## config.mk

```make
export PLATFORM = sky130hd
export DESIGN_NAME = mem_access_unit
export DESIGN_NICKNAME = d
export VERILOG_FILES = /design/src/rtl/mem_access_unit.sv
export SDC_FILE = /design/constraint.sdc
export NUM_CORES = 1
export LEC_CHECK = 0
export ABC_AREA = 1
export BUFFER_PORTS_ARGS = -buffer_cell sky130_fd_sc_hd__buf_2
export CAP_MARGIN = 5
export CELL_PAD_IN_SITES_DETAIL_PLACEMENT = 0
export CELL_PAD_IN_SITES_GLOBAL_PLACEMENT = 1
export CORE_MARGIN = 5
export CORE_UTILIZATION = 39
export CTS_CLUSTER_DIAMETER = 100
export DETAILED_ROUTE_END_ITERATION = 10
export PLACE_DENSITY = 0.92
export SLEW_MARGIN = 20
export SYNTH_ARGS = -nofsm -noshare
export SYNTH_HDL_FRONTEND = slang
export SYNTH_SLANG_ARGS = --single-unit
```

## constraint.sdc

```tcl
create_clock -name i_clk -period 4.1 [get_ports i_clk]
set_input_delay 0.82 -clock i_clk [delete_from_list [all_inputs] [get_ports i_clk]]
set_output_delay 0.82 -clock i_clk [all_outputs]
set_load 0.01 [all_outputs]
```

## src/rtl/mem_access_unit.sv

```systemverilog
// MIPS MEM stage: drives a req/ack data-memory port, aligns stores, extends loads, registers MEM/WB.
// Optional build macro MEM_TIMEOUT_EN adds an ACCESS-state watchdog of TIMEOUT_CYCLES cycles.
module mem_access_unit #(
  parameter int ADDR_W         = 10,
  parameter int TIMEOUT_CYCLES = 16
) (
  input  logic              i_clk,
  input  logic              i_reset,
  input  logic [31:0]       i_ex_m_alu_result,
  input  logic [31:0]       i_ex_m_write_data,
  input  logic [4:0]        i_ex_m_rd,
  input  logic              i_ex_m_mem_read,
  input  logic              i_ex_m_mem_write,
  input  logic              i_ex_m_mem_to_reg,
  input  logic              i_ex_m_reg_write,
  input  logic [2:0]        i_ex_m_bhw_type,
  input  logic              i_ex_m_halt,
  output logic              o_dmem_req,
  output logic              o_dmem_we,
  output logic [ADDR_W-1:0] o_dmem_addr,
  output logic [3:0]        o_dmem_be,
  output logic [31:0]       o_dmem_wdata,
  input  logic [31:0]       i_dmem_rdata,
  input  logic              i_dmem_ack,
  output logic              o_mem_stall,
  output logic              o_misaligned,
  output logic [31:0]       o_m_wb_read_data,
  output logic [31:0]       o_m_wb_alu_result,
  output logic [4:0]        o_m_wb_rd,
  output logic              o_m_wb_reg_write,
  output logic              o_m_wb_mem_to_reg,
  output logic              o_m_wb_halt
);

  localparam logic [1:0] ST_IDLE   = 2'd0;
  localparam logic [1:0] ST_ACCESS = 2'd1;
  localparam logic [1:0] ST_RESP   = 2'd2;

  logic [1:0]        state;
  logic [ADDR_W-1:0] addr_q;
  logic              we_q;
  logic [3:0]        be_q;
  logic [31:0]       wdata_q;
  logic [2:0]        bhw_q;
  logic [1:0]        lo_q;
  logic [31:0]       alu_q;
  logic [4:0]        rd_q;
  logic              reg_write_q;
  logic              mem_to_reg_q;
  logic              halt_q;
  logic [31:0]       rdata_q;

  logic        mem_op;
  logic        is_word;
  logic        is_half;
  logic        mis_op;
  logic        start_op;
  logic [3:0]  be_c;
  logic [31:0] wdata_c;
  logic [7:0]  ld_byte;
  logic [15:0] ld_half;
  logic [31:0] ext_c;
  logic [31:0] load_data;

`ifdef MEM_TIMEOUT_EN
  localparam int CNT_W = $clog2(TIMEOUT_CYCLES + 1);
  logic [CNT_W-1:0] tmo_cnt;
  logic             timed_out_q;
`endif

  assign mem_op   = i_ex_m_mem_read | i_ex_m_mem_write;
  assign is_word  = i_ex_m_bhw_type[1];
  assign is_half  = (i_ex_m_bhw_type[1:0] == 2'b01);
  assign mis_op   = mem_op && ((is_word && (i_ex_m_alu_result[1:0] != 2'b00)) ||
                               (is_half && i_ex_m_alu_result[0]));
  assign start_op = mem_op && !mis_op;

  // The EX/MEM register is frozen from the IDLE cycle of a memory op until RESP.
  assign o_mem_stall  = !i_reset && (((state == ST_IDLE) && start_op) || (state == ST_ACCESS));
  assign o_dmem_req   = (state == ST_ACCESS);
  assign o_dmem_we    = o_dmem_req && we_q;
  assign o_dmem_addr  = addr_q;
  assign o_dmem_be    = be_q;
  assign o_dmem_wdata = wdata_q;

  always_comb begin
    // NOTE: every combinational output gets a default first so no path infers a latch.
    be_c    = 4'b1111;
    wdata_c = i_ex_m_write_data;
    if (is_half) begin
      be_c    = i_ex_m_alu_result[1] ? 4'b1100 : 4'b0011;
      wdata_c = {2{i_ex_m_write_data[15:0]}};
    end else if (!is_word) begin
      be_c    = 4'b0001 << i_ex_m_alu_result[1:0];
      wdata_c = {4{i_ex_m_write_data[7:0]}};
    end
  end

  always_comb begin
    ld_byte = rdata_q[{lo_q, 3'b000} +: 8];
    ld_half = rdata_q[{lo_q[1], 4'b0000} +: 16];
    ext_c   = rdata_q;
    if (!bhw_q[1]) begin
      if (bhw_q[0]) ext_c = {{16{ld_half[15] & ~bhw_q[2]}}, ld_half};
      else          ext_c = {{24{ld_byte[7] & ~bhw_q[2]}}, ld_byte};
    end
  end

`ifdef MEM_TIMEOUT_EN
  assign load_data = timed_out_q ? 32'hDEAD_BEEF : ext_c;
`else
  assign load_data = ext_c;
`endif

  always_ff @(posedge i_clk) begin
    // NOTE: all sequential state uses non-blocking assignments so every register sees pre-edge values.
    if (i_reset) begin
      state             <= ST_IDLE;
      addr_q            <= '0;
      we_q              <= 1'b0;
      be_q              <= 4'b0000;
      wdata_q           <= 32'd0;
      bhw_q             <= 3'd0;
      lo_q              <= 2'd0;
      alu_q             <= 32'd0;
      rd_q              <= 5'd0;
      reg_write_q       <= 1'b0;
      mem_to_reg_q      <= 1'b0;
      halt_q            <= 1'b0;
      rdata_q           <= 32'd0;
      o_misaligned      <= 1'b0;
      o_m_wb_read_data  <= 32'd0;
      o_m_wb_alu_result <= 32'd0;
      o_m_wb_rd         <= 5'd0;
      o_m_wb_reg_write  <= 1'b0;
      o_m_wb_mem_to_reg <= 1'b0;
      o_m_wb_halt       <= 1'b0;
`ifdef MEM_TIMEOUT_EN
      tmo_cnt           <= '0;
      timed_out_q       <= 1'b0;
`endif
    end else begin
      o_misaligned <= 1'b0;
      case (state)
        ST_IDLE: begin
          if (start_op) begin
            addr_q           <= i_ex_m_alu_result[ADDR_W+1:2];
            we_q             <= i_ex_m_mem_write;
            be_q             <= be_c;
            wdata_q          <= wdata_c;
            bhw_q            <= i_ex_m_bhw_type;
            lo_q             <= i_ex_m_alu_result[1:0];
            alu_q            <= i_ex_m_alu_result;
            rd_q             <= i_ex_m_rd;
            reg_write_q      <= i_ex_m_reg_write;
            mem_to_reg_q     <= i_ex_m_mem_to_reg;
            halt_q           <= i_ex_m_halt;
            o_m_wb_reg_write <= 1'b0;
            o_m_wb_halt      <= 1'b0;
`ifdef MEM_TIMEOUT_EN
            tmo_cnt          <= '0;
            timed_out_q      <= 1'b0;
`endif
            state            <= ST_ACCESS;
          end else begin
            // Non-memory ops and misaligned ops retire straight through; the latter write nothing.
            o_m_wb_read_data  <= 32'd0;
            o_m_wb_alu_result <= i_ex_m_alu_result;
            o_m_wb_rd         <= i_ex_m_rd;
            o_m_wb_reg_write  <= i_ex_m_reg_write && !mis_op;
            o_m_wb_mem_to_reg <= i_ex_m_mem_to_reg && !mis_op;
            o_m_wb_halt       <= i_ex_m_halt;
            o_misaligned      <= mis_op;
          end
        end
        ST_ACCESS: begin
          if (i_dmem_ack) begin
            rdata_q <= i_dmem_rdata;
            state   <= ST_RESP;
          end
`ifdef MEM_TIMEOUT_EN
          else if (tmo_cnt == CNT_W'(TIMEOUT_CYCLES - 1)) begin
            timed_out_q  <= 1'b1;
            o_misaligned <= 1'b1;
            state        <= ST_RESP;
          end else begin
            tmo_cnt <= tmo_cnt + 1'b1;
          end
`endif
        end
        ST_RESP: begin
          o_m_wb_read_data  <= we_q ? 32'd0 : load_data;
          o_m_wb_alu_result <= alu_q;
          o_m_wb_rd         <= rd_q;
          o_m_wb_reg_write  <= reg_write_q;
          o_m_wb_mem_to_reg <= mem_to_reg_q;
          o_m_wb_halt       <= halt_q;
          state             <= ST_IDLE;
        end
        default: state <= ST_IDLE;
      endcase
    end
  end

endmodule

```

==> flow_summary.yaml <==
cells_and_area:
  fillers: 2120
  nNetsFinal: 1421
  drive_above_1_share_pct: 22.1
  area_growth_pct: 21.6
critical_path:
  worst-path-buf-inv: 3
  endpoint_kind: "output pin"
  crit_cells: 7
  crit_slowest_cell: "nor2_4"
  path_cells: "buf_2, nor2_4, inv_2, nand2_1, nand3_4, a21oi_1, buf_2"
  crit_path_max_fanout: 22
  slowest_delay_ps: 350
  critPathTopFamily: "simple AND/OR/NAND/NOR gates"
  cp_common_cell: "buf_2"
  reg2reg_depth: 6
  arrival_ps: 2200
  worstSetupPathType: "primary input to output pin"
  cp.required_ps: 3280
  startpoint_type: "primary input"
synth:
  synth.top_cell.area_share_pct: 46.4
  syn_area_um2: 8070
  yosysWarnings: 0
  synth_seq_cells: 187
  async_flop_share_pct: 0
  synth-edff-count: 0
  syn_avg_cell_area_um2: 7.06
  synth_flop_cell: "dfxtp_1"
  yosysMostFrequentCell: "nand2_1"
  synth.distinct_cells: 27
  syn-num-nets: 1254
  seq_area_frac_synth_pct: 46.4
  synthTopCellsByArea: "dfxtp_1 46%, nand2_1 15%, a21oi_1 13%, o21ai_0 7.1%, inv_1 4.0%"
  syn_inst: 1142
  ys_top_cells_by_count: "328 x nand2_1, 216 x a21oi_1, 187 x dfxtp_1"
  synth_top_area_cell: "dfxtp_1"
power_and_ir_drop:
  p_comb_share_pct: 16.8
  power.share.clock_pct: 37.7
  switchingPower_mw: 1.29
  switching_share_pct: 29.1
  max-vdd-ir-drop_uv: 287
  power.static_leakage_nw: 4.39
  powerDensity_nw_per_um2: 452
  p_int_mw: 3.14
  pwr-share-seq_pct: 45.5
routing:
  vias: 7990
  wire_per_inst_um: 15.6
  drt-pass1-iter-count: 5
  post_drt_via_cell_ratio: 5.01
  drt_iter0_drc: 499
  ant_nets: 0
  drc: 0
  drt-total-wl_mm: 25.0
floorplanning:
  die_y_um: 154
  rows: 52
  coreArea_um2: 20300
  io_pins: 234
  initial_core_util_pct: 39.7
  dieArea_um2: 23700
  die_w_um: 154
global_routing:
  grt_pass1_wl_mm: 39.2
  grt_pass1_vias: 7516
  grt_use_total_pct: 20.2
  grt_max_degree: 98
  antenna_found_initial: 3
  grt.met1_usage_pct: 27.2
  gr-usage-met3_pct: 4.81
  grt-busiest-layer: "met2"
  grt_use_met2_pct: 32.6
  globalRoute.totalOverflow: 0
sta:
  finalSetupTns_ps: 0
  finClkSkew_ps: 11.1
  min_period_over_period_pct: 73.8
  finalSetupViolCount: 0
  rsz0062_at_grt: "false"
  hold_violations: 0
  slew_headroom_pct: 35.9
  setup_ws_ps: 1080
  maxSlewViolCount: 0
  fmax_mhz: 331
  min_period_ps: 3020
  worst_pin_slew_ps: 961
hold_path:
  holdPathStages: 2
  hold_class: "register to register"
placed_design:
  place.gp.congestion: 0.897
  hpwl_mm: 16.9
  place_ws_ps: 1000
  port_buffers: 233
flow_run:
  cap_violations: 0
clock_tree:
  cts_setup_buffers: 0
  clkSinkCount: 187
  cts-resized-gates: 0
  clock_latency_ps: 420
  clockBufferDepth: 2
  cts_tree: "yes"
  cts_made_buffers: 17
  cts-root-buf: "clkbuf_16"
  path_clk_slew_ps: 60
  cts_hold_buf: 0
  htreeDepth: 4
run_status:
  status: "finished clean"
placed cells by master, fill, tap and decap left out:
cell        instances
buf_4               9
clkinv_2            6
bufinv_16           2
o21ai_4             1
nand2_1           326
nor2_2              1
nand3_4             1
nand3_1            57
nor2_4              1
a31oi_1             4
o21ai_0           114
clkbuf_8            2
inv_1              86
inv_6               4
inv_2               3
clkinvlp_4          2
dfxtp_1           187
o21ai_2             1
o21ai_1             5
clkinv_4            1
clkbuf_1            1
nand2_2             4
buf_2             232
buf_12              1
diode_2             3
a21oi_1           216
nor2_1              9
nor3_1              1
nand3_2             2
clkinv_1            1
or2_2               2
clkbuf_16          17
o211ai_1           15
nand4_1             8
area by class of cell:
type                    instances  area (um^2)  area share [%]
inverters                      93          353            3.60
diodes                          3         7.51          0.0765
repair buffers                242         1250            12.7
flip-flops and latches        187         3740            38.2
clock buffers                  20          457            4.66
well taps                     270          338            3.44
clock inverters                12          134            1.36
multi-input cells             768         3530            36.0
cell families after synthesis:
kind of cell	share of synthesized area, %
compound gates	22.8
buf+inv	10.0
flops	46.4
simple gates	20.8
metrics by stage:
stage               hold slack (ps)  total power [mW]  util [%]  cell area [um^2]  cells
finish                          448              4.44      48.3              9810   1595
global route                    459              4.65      48.3              9810   1595
CTS                             449              4.48      48.3              9800   1592
detailed placement              439              2.80      45.4              9210   1560
global placement                433              2.80      45.4              9210   1560
floorplan                       425              2.55         -              8070   1142
metal layers:
layer  share of wire, %  vias up
met5                  0        -
met4                1.4        0
met3                6.3       28
met2                 47      243
met1                 45     3656
li1                   -     4063
power by group through the flow:
| stage | clock network (mW) | logic, mW | registers (mW) |
|---|---|---|---|
| CTS | 1.71 | 0.749 | 2.02 |
| floorplan | 0 | 0.478 | 2.07 |
| finish | 1.67 | 0.744 | 2.02 |
| global route | 1.78 | 0.836 | 2.03 |
| global placement | 0 | 0.741 | 2.06 |
| detailed placement | 0 | 0.746 | 2.06 |
worst register-to-register path, cell delays in order (launching register included):
cell	delay (ps)
dfxtp_1	350
inv_2	590
nor2_1	200
nand2_2	650
buf_4	380
o21ai_0	110
a21oi_1	180
worst paths after layout:
path	start	end	slack (ps)
setup reg to reg	state[0]$_SDFFE_PP0P_	rdata_q[28]$_SDFFE_PP0P_	1570
hold reg to reg	alu_q[31]$_SDFFE_PP0P_	alu_q[31]$_SDFFE_PP0P_	450
hold / removal	alu_q[31]$_SDFFE_PP0P_	alu_q[31]$_SDFFE_PP0P_	450
setup / recovery	i_ex_m_bhw_type[1]	o_mem_stall	1080
(Power assumes the default switching activity.)
